### config.mk
export PLATFORM = sky130hd
export DESIGN_NAME = mem_arbiter
export DESIGN_NICKNAME = d
export VERILOG_FILES = /design/src/rtl/mem_arbiter.sv
export SDC_FILE = /design/constraint.sdc
export NUM_CORES = 1
export LEC_CHECK = 0
export BUFFER_PORTS_ARGS = -buffer_cell sky130_fd_sc_hd__buf_2
export CORE_AREA = 2 2 131 133
export DETAILED_ROUTE_END_ITERATION = 6
export DIE_AREA = 0 0 133 135
export PLACE_DENSITY = 0.67
export SLEW_MARGIN = 40
export SYNTH_ARGS = -nofsm -noshare
export SYNTH_HDL_FRONTEND = slang
export SYNTH_SLANG_ARGS = --single-unit
### constraint.sdc
create_clock -name clk -period 1.7 [get_ports clk]
set_clock_uncertainty 0.05 [all_clocks]
set_input_delay 0.085 -clock clk [delete_from_list [all_inputs] [get_ports clk]]
set_output_delay 0.085 -clock clk [all_outputs]
set_load 0.01 [all_outputs]
### src/rtl/mem_arbiter.sv
// Two-port (CPU / debug loader) arbiter in front of a single data memory with a
// fixed read latency. Round-robin on ties; one transaction in flight at a time.
module mem_arbiter #(
  parameter int MEM_LAT = 1,
  parameter int AW      = 32,
  parameter int DW      = 32
) (
  input  logic          clk,
  input  logic          rst_n,
  input  logic          cpu_req,
  input  logic          cpu_we,
  input  logic [AW-1:0] cpu_addr,
  input  logic [DW-1:0] cpu_wdata,
  output logic          cpu_gnt,
  output logic          cpu_done,
  output logic [DW-1:0] cpu_rdata,
  output logic          cpu_stall,
  input  logic          dbg_req,
  input  logic          dbg_we,
  input  logic [AW-1:0] dbg_addr,
  input  logic [DW-1:0] dbg_wdata,
  output logic          dbg_gnt,
  output logic          dbg_done,
  output logic [DW-1:0] dbg_rdata,
  output logic          mem_we,
  output logic [AW-1:0] mem_addr,
  output logic [DW-1:0] mem_wdata,
  input  logic [DW-1:0] mem_rdata
);

  typedef enum logic [1:0] {IDLE = 2'd0, ACCESS = 2'd1, RESP = 2'd2} state_e;

  localparam logic       OWN_CPU  = 1'b0;
  localparam logic       OWN_DBG  = 1'b1;
  localparam logic [1:0] CNT_INIT = 2'(MEM_LAT - 1);

  state_e        state_q, state_d;
  logic [1:0]    cnt_q, cnt_d;
  logic          last_owner_q, last_owner_d;
  logic          owner_q, owner_d;
  logic          we_q, we_d;
  logic          mem_we_q, mem_we_d;
  logic [AW-1:0] mem_addr_q, mem_addr_d;
  logic [DW-1:0] mem_wdata_q, mem_wdata_d;
  logic          cpu_gnt_q, cpu_gnt_d, dbg_gnt_q, dbg_gnt_d;
  logic          cpu_done_q, cpu_done_d, dbg_done_q, dbg_done_d;
  logic [DW-1:0] cpu_rdata_q, cpu_rdata_d, dbg_rdata_q, dbg_rdata_d;
  logic          winner_s;

  // State register and all registered outputs
  always_ff @(posedge clk or negedge rst_n) begin
    if (!rst_n) begin
      state_q      <= IDLE;
      cnt_q        <= 2'd0;
      last_owner_q <= OWN_DBG;
      owner_q      <= OWN_CPU;
      we_q         <= 1'b0;
      mem_we_q     <= 1'b0;
      mem_addr_q   <= '0;
      mem_wdata_q  <= '0;
      cpu_gnt_q    <= 1'b0;
      dbg_gnt_q    <= 1'b0;
      cpu_done_q   <= 1'b0;
      dbg_done_q   <= 1'b0;
      cpu_rdata_q  <= '0;
      dbg_rdata_q  <= '0;
    end else begin
      state_q      <= state_d;
      cnt_q        <= cnt_d;
      last_owner_q <= last_owner_d;
      owner_q      <= owner_d;
      we_q         <= we_d;
      mem_we_q     <= mem_we_d;
      mem_addr_q   <= mem_addr_d;
      mem_wdata_q  <= mem_wdata_d;
      cpu_gnt_q    <= cpu_gnt_d;
      dbg_gnt_q    <= dbg_gnt_d;
      cpu_done_q   <= cpu_done_d;
      dbg_done_q   <= dbg_done_d;
      cpu_rdata_q  <= cpu_rdata_d;
      dbg_rdata_q  <= dbg_rdata_d;
    end
  end

  // Next-state logic; gnt/done/mem_we are single-cycle pulses unless set below
  always_comb begin
    state_d      = state_q;
    cnt_d        = cnt_q;
    last_owner_d = last_owner_q;
    owner_d      = owner_q;
    we_d         = we_q;
    mem_we_d     = 1'b0;
    mem_addr_d   = mem_addr_q;
    mem_wdata_d  = mem_wdata_q;
    cpu_gnt_d    = 1'b0;
    dbg_gnt_d    = 1'b0;
    cpu_done_d   = 1'b0;
    dbg_done_d   = 1'b0;
    cpu_rdata_d  = cpu_rdata_q;
    dbg_rdata_d  = dbg_rdata_q;

    if (cpu_req && dbg_req) begin
      winner_s = ~last_owner_q;
    end else if (dbg_req) begin
      winner_s = OWN_DBG;
    end else begin
      winner_s = OWN_CPU;
    end

    case (state_q)
      IDLE, RESP: begin
        if (cpu_req || dbg_req) begin
          state_d      = ACCESS;
          owner_d      = winner_s;
          last_owner_d = winner_s;
          cnt_d        = CNT_INIT;
          if (winner_s == OWN_DBG) begin
            we_d        = dbg_we;
            mem_we_d    = dbg_we;
            mem_addr_d  = dbg_addr;
            mem_wdata_d = dbg_wdata;
            dbg_gnt_d   = 1'b1;
          end else begin
            we_d        = cpu_we;
            mem_we_d    = cpu_we;
            mem_addr_d  = cpu_addr;
            mem_wdata_d = cpu_wdata;
            cpu_gnt_d   = 1'b1;
          end
        end else begin
          state_d     = IDLE;
          mem_addr_d  = '0;
          mem_wdata_d = '0;
        end
      end
      ACCESS: begin
        if (cnt_q == 2'd0) begin
          state_d     = RESP;
          mem_addr_d  = '0;
          mem_wdata_d = '0;
          if (owner_q == OWN_DBG) begin
            dbg_done_d = 1'b1;
            if (!we_q) begin
              dbg_rdata_d = mem_rdata;
            end else begin
              dbg_rdata_d = dbg_rdata_q;
            end
          end else begin
            cpu_done_d = 1'b1;
            if (!we_q) begin
              cpu_rdata_d = mem_rdata;
            end else begin
              cpu_rdata_d = cpu_rdata_q;
            end
          end
        end else begin
          cnt_d = cnt_q - 2'd1;
        end
      end
      default: begin
        state_d     = IDLE;
        mem_addr_d  = '0;
        mem_wdata_d = '0;
      end
    endcase
  end

  assign cpu_gnt   = cpu_gnt_q;
  assign dbg_gnt   = dbg_gnt_q;
  assign cpu_done  = cpu_done_q;
  assign dbg_done  = dbg_done_q;
  assign cpu_rdata = cpu_rdata_q;
  assign dbg_rdata = dbg_rdata_q;
  assign mem_we    = mem_we_q;
  assign mem_addr  = mem_addr_q;
  assign mem_wdata = mem_wdata_q;
  assign cpu_stall = cpu_req & ~cpu_done_q;

endmodule

# Word level (Yosys, flattened, before mapping)
# Cells that the tools add are included.
totals:
  register_bits: 140
  inputBits: 166
  out_inout_bits: 134
  elab_cells: 65
classes:
  n_addsub: 1
  n_eq_ne: 5
  n_mux: 30
  bitwise_logic: 5
  n_reduce_logical: 10
op_table:
  columns: ["operator", "count"]
  rows:
  - ["2-to-1 mux 32 bit", 5]
  - ["case mux 32 bit (2 select lines)", 2]
  - ["2-to-1 mux 1 bit", 18]
  - ["case mux 2 bit (2 select lines)", 2]
  - ["AND reduction 4 bit", 2]
  - ["2-to-1 mux 2 bit", 3]
  - ["inequality test 2 bit (second input constant)", 3]
  - ["zero test 2 bit", 2]
  - ["inverter 1 bit", 4]
  - ["AND reduction 3 bit", 1]
  - ["equality test 2 x 1 -> 1 bit (second input constant)", 1]
  - ["equality test 2 bit (second input constant)", 1]
  - ["AND reduction 2 bit", 1]
  - ["nonzero test 2 bit", 1]
  - ["OR reduction 2 bit", 1]
  - ["subtractor 2 x 1 -> 2 bit (second input constant)", 1]
  - ["AND 1 bit", 1]
  - ["logical AND 1 bit", 1]
  - ["logical OR 1 bit", 1]

# Depth between registers and ports, before layout
# Gate-level depths: netlist of run 1.
logic_depth:
  ltp_word: 5
  mapped_depth: 7
  depth_no_buf: 5

# Worst setup path before layout of run 1
# No wires, ideal clock.
synth_timing:
  path_type: "flip-flop to flip-flop"
  from: "register cnt_q[0]"
  to: "register dbg_rdata_q[10], in the netlist dbg_rdata[10]"
  setup_time_ps: 125
  arrival_time_ps: 1692
  required_ps: 1525
  path_slack_ps: -167
  path_stages_with_launch: 8
  path_buffers: 2
  synth_period_minus_slack_ps: 1867
  cell_sequence: "dfrtp_1 -> inv_1 -> ha_1 -> nand3b_4 -> or3b_1 -> buf_2 -> buf_6 -> mux2_4"
synth_via:
  elab_chain_cells: 2
synth_rtl:
  columns: ["item", "line_no", "source"]
  rows:
  - ["start: declaration", "38", "logic [1:0] cnt_q, cnt_d;"]
  - ["start signal: assignment", "69", "cnt_q <= cnt_d;"]
  - ["zero test 2 bit", "137", "if (cnt_q == 2'd0) begin"]
  - ["AND reduction 4 bit (no source line)", null, null]
  - ["end signal: assignment", "81", "dbg_rdata_q <= dbg_rdata_d;"]
  - ["end: declaration", "47", "logic [DW-1:0] cpu_rdata_q, cpu_rdata_d, dbg_rdata_q, dbg_rdata_d;"]
# Every way passes these cells.
# A chain may end at the register's enable or synchronous reset.

# Final worst setup path of run 1
layout_timing:
  from: "register cnt_q[0]"
  to: "register dbg_rdata_q[19], in the netlist dbg_rdata[19]"
# Same word-level chain as after synthesis.

==> impl_metrics.toml, run 1 <==
[status]
status = "finished with violations"
violations = "setup timing"

[placement]
hpwl_mm = 11.7
place_worst_setup_slack_ns = -0.220
dpl_cell_area_um2 = 7640
place.gp.congestion = 0.865
place_inst = 896
portBuffers = 299

[cts]
clk_latency_ns = 0.41
cts.path.max_buffers = 2
clock-root-buffer = "clkbuf_16"
clk_pin_slew_ns = 0.06
htreeDepth = 4
numCtsBuffers = 17
cts.sinks = 140
tritoncts = "built"

[routing]
wire_per_inst_um = 19.4
via_count = 5548
wl_met2_mm = 10.7
wl_mm = 21.5
route.top_layer_used = "met4"
wl_met1_mm = 8.47
drc = 0
drtIter0Drc = 300
viasPerCell = 5.00
dr.pass1.iters = 7
wl_met3_mm = 1.69
ant_nets = 0

[timing]
fmax_mhz = 551
min_period_over_period_pct = 107
rsz0062_at_grt = "yes"
post-route-min-period_ns = 1.81
finalHoldViolations = 0
setup_viol = 119
worst_slew_pin_slew_ns = 0.424
fin_ws_ns = -0.115
slew_headroom_pct = 71.8
report.final.slew_viol_count = 0
hold_ws_ns = 0.0339

[global_routing]
grt_max_degree = 50
grt_pass1_vias = 5865
grt_use_total_pct = 22.2
grt_overflow = 0
grt_pass1_wl_mm = 30.9
antenna_found_initial = 0

[synthesis]
synth.avg_cell_area_um2 = 14.8
synth_seq_area_share_pct = 61.4
synthCells = 387
synth_area_um2 = 5710
yosys_warnings = 0
synthesis.nets = 554
ys_seq_elements = 140
synth_cell_type_count = 28

[hold_path]
hp-class = "in -> reg"

[die]
die_y_um = 135
ios = 300
die_w_um = 133
rows = 47
die_area_um2 = 18000
start_util_pct = 34.8
core_um2 = 16400

[power_and_ir_drop]
netSwitchingFraction_pct = 29.5
intPower_mw = 9.20
power_per_cell_area_nw_per_um2 = 1250
leakagePower_nw = 5.30
power.share.combinational_pct = 32.2
clkPwrFrac_pct = 29.6
power.sequential.fraction_pct = 38.2
switching_power_mw = 3.86
max-vdd-ir-drop_mv = 0.701

[critical_path]
worstPathArrival_ns = 2.06
path_max_fanout = 16
start_kind = "flop"
critPathRequiredTime_ns = 1.94
critPathKind = "reg -> reg"
r2r_setup_slack_ns = -0.11
crit_path_end_kind = "flop"

[cells_and_area]
fin_area_um2 = 10400
syn2layout_area_growth_pct = 82.9
fillers = 1135
utilization_pct = 63.7
n_antenna_cell = 0
drive_gt1_share_pct = 53.0
layoutNonFillerInstCount = 1109
final_nets = 1043

[run]
drv_cap = 0
-- flip-flops by register name, indices dropped and copies added (netlist names) --
signal and flops:
cpu_rdata 32, dbg_rdata 32, mem_addr 32, mem_wdata 32, cnt_q 2, state_q 2, cpu_done 1, cpu_gnt 1
dbg_done 1, dbg_gnt 1, last_owner_q 1, mem_we 1, owner_q 1, we_q 1
-- power groups by stage --
stage,clock network [mW],logic [mW],registers [mW]
after detailed placement,0,3.50,4.95
after global placement,0,3.40,4.90
after global routing,4.09,4.47,5.11
after floorplan,0,1.39,5.36
final,3.86,4.21,4.99
after CTS,3.95,4.06,4.94
-- per-stage QoR --
step	power, mW	TNS [ns]
6_report	13.1	-5.46
5_1_grt	13.7	-12.99
4_1_cts	12.9	-3.17
3_5_place_dp	8.46	-9.13
3_3_place_gp	8.31	-6.26
2_1_floorplan	6.75	-3.61
-- path summary, 6_finish.rpt --
kind / startpoint / depth (start not counted) / end
setup / recovery: cnt_q[0] / 6 / dbg_rdata[19]
max in group asynchronous: rst_n / 3 / mem_addr[1]
min in group asynchronous: rst_n / 2 / cpu_rdata[16]
hold / removal: cpu_req / 3 / state_q[0]
setup reg to reg: cnt_q[0] / 6 / dbg_rdata[19]
hold reg to reg: dbg_rdata[31] / 1 / dbg_rdata[31]
-- synthesized netlist by cell type --
library cell,n,area share [%]
nand3b_4,1,0.35
nand2b_1,2,0.22
ha_1,1,0.22
or3b_2,1,0.15
inv_1,4,0.26
a22o_1,1,0.15
dfstp_2,1,0.46
o21ai_0,2,0.18
mux2_4,30,7.9
nor2b_1,1,0.11
o21bai_1,1,0.13
and2_1,66,7.2
a21o_1,1,0.13
dfrtp_1,139,61
a21oi_1,2,0.18
o22ai_1,1,0.11
buf_2,11,0.96
buf_6,3,0.59
mux2_1,2,0.39
a221o_1,65,11
nor2_1,1,0.066
nand2_1,2,0.13
clkbuf_1,13,0.85
nor3b_2,1,0.22
or3b_1,1,0.15
mux2_2,32,6.3
nand3_1,1,0.088
nor3_2,1,0.18
-- cells by family after synthesis --
logic type               share of synthesized area (%)
AO/OA/AOI/OAI                                     12.3
adder cells (fa/ha/maj)                          0.219
buffers and inverters                             2.67
flip-flops                                        61.4
multiplexers                                      14.6
AND/OR/NAND/NOR                                   8.89
-- area by class of cell --
cell class	count	area, µm²	area share [%]
clock buffer	20	457	4.37
clock inverter	12	161	1.54
inverter	4	15.0	0.144
multi-input combinational	216	2300	22.0
sequential	140	3500	33.5
tap	220	275	2.63
timing repair buffer	497	3740	35.8
-- cells in the final DEF, fill, tap and decap left out, drive strengths merged, types with 3 or more instances in the layout --
| cell type | Yosys | final |
|---|---|---|
| dfrtp | 139 | 139 |
| a221o | 65 | 65 |
| bufinv | 0 | 3 |
| and2 | 66 | 66 |
| buf | 14 | 326 |
| clkinvlp | 0 | 3 |
| mux2 | 64 | 64 |
| dlygate4sd3 | 0 | 164 |
| clkinv | 0 | 4 |
| clkbuf | 13 | 27 |
| inv | 4 | 6 |
-- critical path, stage by stage (launching register included) --
cell	delay [ns]
dfrtp_1	0.38
inv_2	0.08
ha_4	0.14
nand3b_4	0.07
or3b_4	0.45
buf_12	0.19
mux2_4	0.31
-- layer usage --
layer | vias up | global-route usage (%)
met3 | 60 | 5.86
met4 | 0 | 11.1
met2 | 353 | 37.7
met1 | 2716 | 26.1
met5 | - | 0
li1 | 2419 | -
-- what timing repair did --
action	CTS	global route
pin swaps	0	26
hold buffers	164	0
setup buffers	1	5
resized for setup	30	45
hold endpoints to repair	272	0
gates cloned	3	9
setup endpoints to repair	64	96
Note: power is estimated with default switching activity, not from simulation.
==> run 2, diff against run 1 <==
--- a/config.mk
+++ b/config.mk
@@ -9,6 +9,7 @@
 export CORE_AREA = 2 2 131 133
 export DETAILED_ROUTE_END_ITERATION = 6
 export DIE_AREA = 0 0 133 135
+export HOLD_SLACK_MARGIN = 0.06
 export PLACE_DENSITY = 0.67
 export SLEW_MARGIN = 40
 export SYNTH_ARGS = -nofsm -noshare
==> run 2 against run 1 <==
- the run still ends with setup timing left
- global-route usage up 0.065 points
- wire length down 1.4%
- critical path depth unchanged
- via count down 0.56%
- die area unchanged
- clock power about the same
- largest cell class unchanged
- critical path type unchanged
- first-iteration DRC count up 5.0%
- power about the same
- worst hold slack better by 0.083 ns
- sequential power about the same
- core utilization down 0.15 points
- count of clock-buffer cells in the layout unchanged
==> impl_metrics.toml, run 2 (synthesis results as in run 1) <==
[power_and_ir_drop]
power_per_cell_area_nw_per_um2 = 1250
leakagePower_nw = 5.29
power.sequential.fraction_pct = 38.2
intPower_mw = 9.20
power.share.combinational_pct = 32.2
max-vdd-ir-drop_mv = 0.701
netSwitchingFraction_pct = 29.5
clkPwrFrac_pct = 29.6
switching_power_mw = 3.85
p_total_mw = 13.0

[placement]
place_worst_setup_slack_ns = -0.220
hpwl_mm = 11.7
dpl_cell_area_um2 = 7640
portBuffers = 299
place.gp.congestion = 0.865

[cts]
cts.sinks = 140
cts.path.max_buffers = 2
clk_latency_ns = 0.41
clk_pin_slew_ns = 0.06
numCtsBuffers = 17
clock-root-buffer = "clkbuf_16"
htreeDepth = 4
tritoncts = "built"

[cells_and_area]
drive_gt1_share_pct = 52.5
final_nets = 1042
fin_area_um2 = 10400
syn2layout_area_growth_pct = 82.5
n_antenna_cell = 0
mostFrequentLayoutCell = "buf_2"
final_cell_mix = "buf_2, dlygate4sd3_1, dfrtp_1, a221o_1, mux2_4"
fillers = 1137
utilization_pct = 63.5

[timing]
rsz0062_at_grt = "yes"
fmax_mhz = 553
hold_ws_ns = 0.117
slew_headroom_pct = 71.5
setup_viol = 125
fin_ws_ns = -0.109
finalHoldViolations = 0
report.final.slew_viol_count = 0
worst_slew_pin_slew_ns = 0.427
post-route-min-period_ns = 1.81
min_period_over_period_pct = 106

[global_routing]
grt_overflow = 0
grt_use_total_pct = 22.3
grt_max_degree = 50
grt_pass1_vias = 5874
antenna_found_initial = 0
grt_pass1_wl_mm = 31.0

[routing]
dr.pass1.iters = 5
ant_nets = 0
wl_mm = 21.2
wire_per_inst_um = 19.1
viasPerCell = 4.98
via_count = 5517
drtIter0Drc = 315
drc = 0

[critical_path]
start_kind = "flop"
crit_path_end_kind = "flop"
path_max_fanout = 16
worstPathArrival_ns = 2.05
critPathRequiredTime_ns = 1.94
critPathMaxStageDelay_ns = 0.45
worstPathCellList = "inv_2 > ha_4 > nand3b_4 > or3b_4 > buf_12 > mux2_4"
critPathKind = "reg -> reg"
slowest_stage = "or3b_4"

[die]
core_um2 = 16400
start_util_pct = 34.8
die_w_um = 133
rows = 47
die_area_um2 = 18000
ios = 300
die_y_um = 135

[hold_path]
hp-class = "in -> async"

[status]
violations = "setup timing"
status = "finished with violations"

[run]
drv_cap = 0
## run 2: changes by cell type in the layout (fill, tap and decap cells not counted), sizes merged
cell,change
clkbuf,-1
dlygate4sd3,+1
buf,-1
## run 2: layout make-up
type                       count  area (µm²)  share of cell area (%)
clock inverter                12         161                    1.55
clock buffer                  20         457                    4.38
sequential                   140        3500                    33.6
tap                          220         275                    2.64
inverter                       4        15.0                   0.144
multi-input combinational    216        2290                    22.0
timing repair buffer         496        3720                    35.7
## run 2: path summary, 6_finish.rpt
kind                               startpoint       endpoint  slack (ns)  cells after the start
worst max-delay path                 cnt_q[0]  dbg_rdata[19]       -0.11                      6
worst min-delay path                    rst_n  cpu_rdata[16]        0.12                      2
worst max register to register       cnt_q[0]  dbg_rdata[19]       -0.11                      6
worst min register to register  dbg_rdata[31]  dbg_rdata[31]        0.45                      1
max in group asynchronous               rst_n    mem_addr[0]        0.86                      3
min in group clk                 dbg_addr[30]   mem_addr[30]        0.39                      3
## run 2: metal layers
| metal | wire length, µm | track usage, % | vias to the layer above |
|---|---|---|---|
| met5 | 0 | 0 | - |
| met4 | 709 | 11.1 | 0 |
| met3 | 1690 | 5.86 | 69 |
| met2 | 10500 | 37.9 | 356 |
| met1 | 8290 | 26.2 | 2671 |
| li1 | - | - | 2421 |
## run 2: power groups by stage
stage          clock [mW]  combinational [mW]  sequential [mW]
6_report             3.86                4.21             4.98
5_1_grt              4.09                4.47             5.11
4_1_cts              3.95                4.06             4.94
3_5_place_dp            0                3.50             4.95
3_3_place_gp            0                3.40             4.90
2_1_floorplan           0                1.39             5.36
## run 2: through the flow
stage / instances / TNS [ns]
final: 1108 / -5.60
after global routing: 1108 / -14.60
after CTS: 1097 / -3.17
after detailed placement: 896 / -9.13
after global placement: 896 / -6.26
after floorplan: 387 / -3.61
## run 2: critical path, delay by kind of cell (launching register included)
kind,cells,cell delay [ns]
AND/OR/NAND/NOR,2,0.53
adder cells (fa/ha/maj),1,0.14
multiplexers,1,0.31
buffers and inverters,2,0.26
flip-flops,1,0.38
## run 2: timing repair
| action | CTS | global route |
|---|---|---|
| endpoints found under the setup margin | 64 | 97 |
| resized for setup | 30 | 40 |
| buffers inserted | 1 | 3 |
| pin swaps | 0 | 7 |
| cloned | 3 | 8 |
| hold buffers | 165 | 0 |
| endpoints found under the hold margin | 272 | 0 |
==> run 3, diff against run 2 <==
--- a/config.mk
+++ b/config.mk
@@ -6,11 +6,11 @@
 export NUM_CORES = 1
 export LEC_CHECK = 0
 export BUFFER_PORTS_ARGS = -buffer_cell sky130_fd_sc_hd__buf_2
-export CORE_AREA = 2 2 131 133
+export CORE_AREA = 2 2 122 124
 export DETAILED_ROUTE_END_ITERATION = 6
-export DIE_AREA = 0 0 133 135
+export DIE_AREA = 0 0 124 126
 export HOLD_SLACK_MARGIN = 0.06
-export PLACE_DENSITY = 0.67
+export PLACE_DENSITY = 0.75
 export SLEW_MARGIN = 40
 export SYNTH_ARGS = -nofsm -noshare
 export SYNTH_HDL_FRONTEND = slang
==> run 3 against run 2 <==
- sequential cell count unchanged
- critical endpoint is now dbg_rdata[23]
- highest routed layer unchanged
- sequential power rose by 1%
- the flow still finishes with violations (setup timing)
- first-iteration DRC count is 11% higher
- via count grew 2.0%
- global-route usage increased by 3.7 points
- register-to-register slack worse by 0.04 ns
- sequential share of layout area increased by 0.34 points
- clock power decreased by 12%
- wire length is 7.0% higher
==> impl_metrics.toml, run 3 (synthesis results as in run 1) <==
[cts]
tritoncts = "built"
clk_pin_slew_ns = 0.06
htreeDepth = 4
clock-root-buffer = "clkbuf_16"
numCtsBuffers = 17
cts.sinks = 140
clk_latency_ns = 0.41
cts.path.max_buffers = 2

[global_routing]
grt_pass1_wl_mm = 30.7
grt-busiest-layer = "met2"
grt_pass1_vias = 5975
grt_overflow = 0
antenna_found_initial = 1
gr-usage-met3_pct = 6.20
grt_use_total_pct = 26.0
use_met2_pct = 45.1
grt_max_degree = 65
gr-usage-met1_pct = 29.3

[die]
rows = 44
die_w_um = 124
start_util_pct = 39.9
die_y_um = 126
core_um2 = 14300
ios = 300
die_area_um2 = 15600

[critical_path]
critPathMaxStageDelay_ns = 0.49
worstPathCellList = "inv_2 > ha_4 > nand3b_4 > or3b_4 > buf_12 > mux2_4"
critPathTopFamily = "simple AND/OR/NAND/NOR gates"
crit_buf_inv = 2
r2r_setup_slack_ns = -0.15
start_kind = "flop"
slowest_stage = "or3b_4"
crit_path_end_kind = "flop"
path_max_fanout = 8
critPathKind = "reg -> reg"
critPathRequiredTime_ns = 1.94
worstPathArrival_ns = 2.09

[routing]
viasPerCell = 5.23
drc = 0
ant_nets = 0
wl_mm = 22.6
via_count = 5625
dr.pass1.iters = 5
wire_per_inst_um = 21.0
drtIter0Drc = 350

[power_and_ir_drop]
max-vdd-ir-drop_mv = 0.688
leakagePower_nw = 5.29
power_per_cell_area_nw_per_um2 = 1230

[timing]
fmax_mhz = 540
finalHoldViolations = 0
fin_ws_ns = -0.152
post-route-min-period_ns = 1.85
min_period_over_period_pct = 109
setup_viol = 124
worst_slew_pin_slew_ns = 0.410
slew_headroom_pct = 72.7
rsz0062_at_grt = "yes"
report.final.slew_viol_count = 0
setup-tns-final_ns = -9.30

[cells_and_area]
final_cell_mix = "buf_2, dlygate4sd3_1, dfrtp_1, a221o_1, mux2_4"
syn2layout_area_growth_pct = 80.6
drive_gt1_share_pct = 52.7
final_nets = 1045
mostFrequentLayoutCell = "buf_2"

[placement]
hpwl_mm = 11.2
place_worst_setup_slack_ns = -0.229
portBuffers = 299
place.gp.congestion = 0.886

[hold_path]
hp-class = "in -> reg"

[status]
status = "finished with violations"
violations = "setup timing"

[run]
drv_cap = 0
## run 3: metal layers
| layer | share of wire (%) | vias up |
|---|---|---|
| li1 | - | 2423 |
| met1 | 38 | 2742 |
| met2 | 50 | 360 |
| met3 | 7.1 | 100 |
| met4 | 4.5 | 0 |
| met5 | 0 | - |
## run 3: where the power goes
| part | internal (mW) | switching, mW | total (mW) | leakage (nW) |
|---|---|---|---|---|
| Combinational | 2.47 | 1.81 | 4.28 | 3.28 |
| Sequential | 4.35 | 0.683 | 5.03 | 1.74 |
| Clock | 2.03 | 1.35 | 3.39 | 0.260 |
| Total | 8.85 | 3.85 | 12.7 | 5.29 |
## run 3: worst register-to-register path: cells and delay by family (launching register included)
kind	cells	cell delay [ns]
buf+inv	2	0.28
simple gates	2	0.57
flops	1	0.38
fa+ha+maj	1	0.15
mux	1	0.31
## run 3: per-stage QoR
stage                     hold WS (ns)  util [%]  total power, mW  cell area [µm²]  std cells
after floorplan                 -0.261         -             6.75             5730        387
after global routing            0.0944      72.1             13.3            10300       1076
after detailed placement       -0.0178      52.8             8.43             7560        860
after global placement         -0.0200      52.8             8.30             7560        860
final                           0.0798      72.1             12.7            10300       1076
after CTS                       0.0668      69.6             12.3             9960       1068
## run 3: final timing paths
kind	depth (start not counted)	from	end
worst max-delay path	6	cnt_q[0]	dbg_rdata[23]
min in group asynchronous	2	rst_n	dbg_rdata[2]
worst min register to register	1	cpu_rdata[7]	cpu_rdata[7]
worst min-delay path	4	cpu_req	last_owner_q
worst max register to register	6	cnt_q[0]	dbg_rdata[23]
max in group asynchronous	3	rst_n	cpu_rdata[27]
## run 3: layout make-up
class | count | area (µm²)
Timing Repair Buffer | 499 | 3720
Multi-Input combinational cell | 216 | 2310
Sequential cell | 140 | 3500
Tap cell | 184 | 230
Clock inverter | 9 | 75.1
Clock buffer | 23 | 458
Fill cell | 899 | 4000
Antenna cell | 1 | 2.50
Inverter | 4 | 15.0
## run 3: repair_timing
item	CTS	global route
buffers inserted	6	5
hold endpoints to repair	273	0
resized for setup	12	76
endpoints found under the setup margin	64	130
cloned	5	7
hold buffers	165	0
pin swaps	2	29
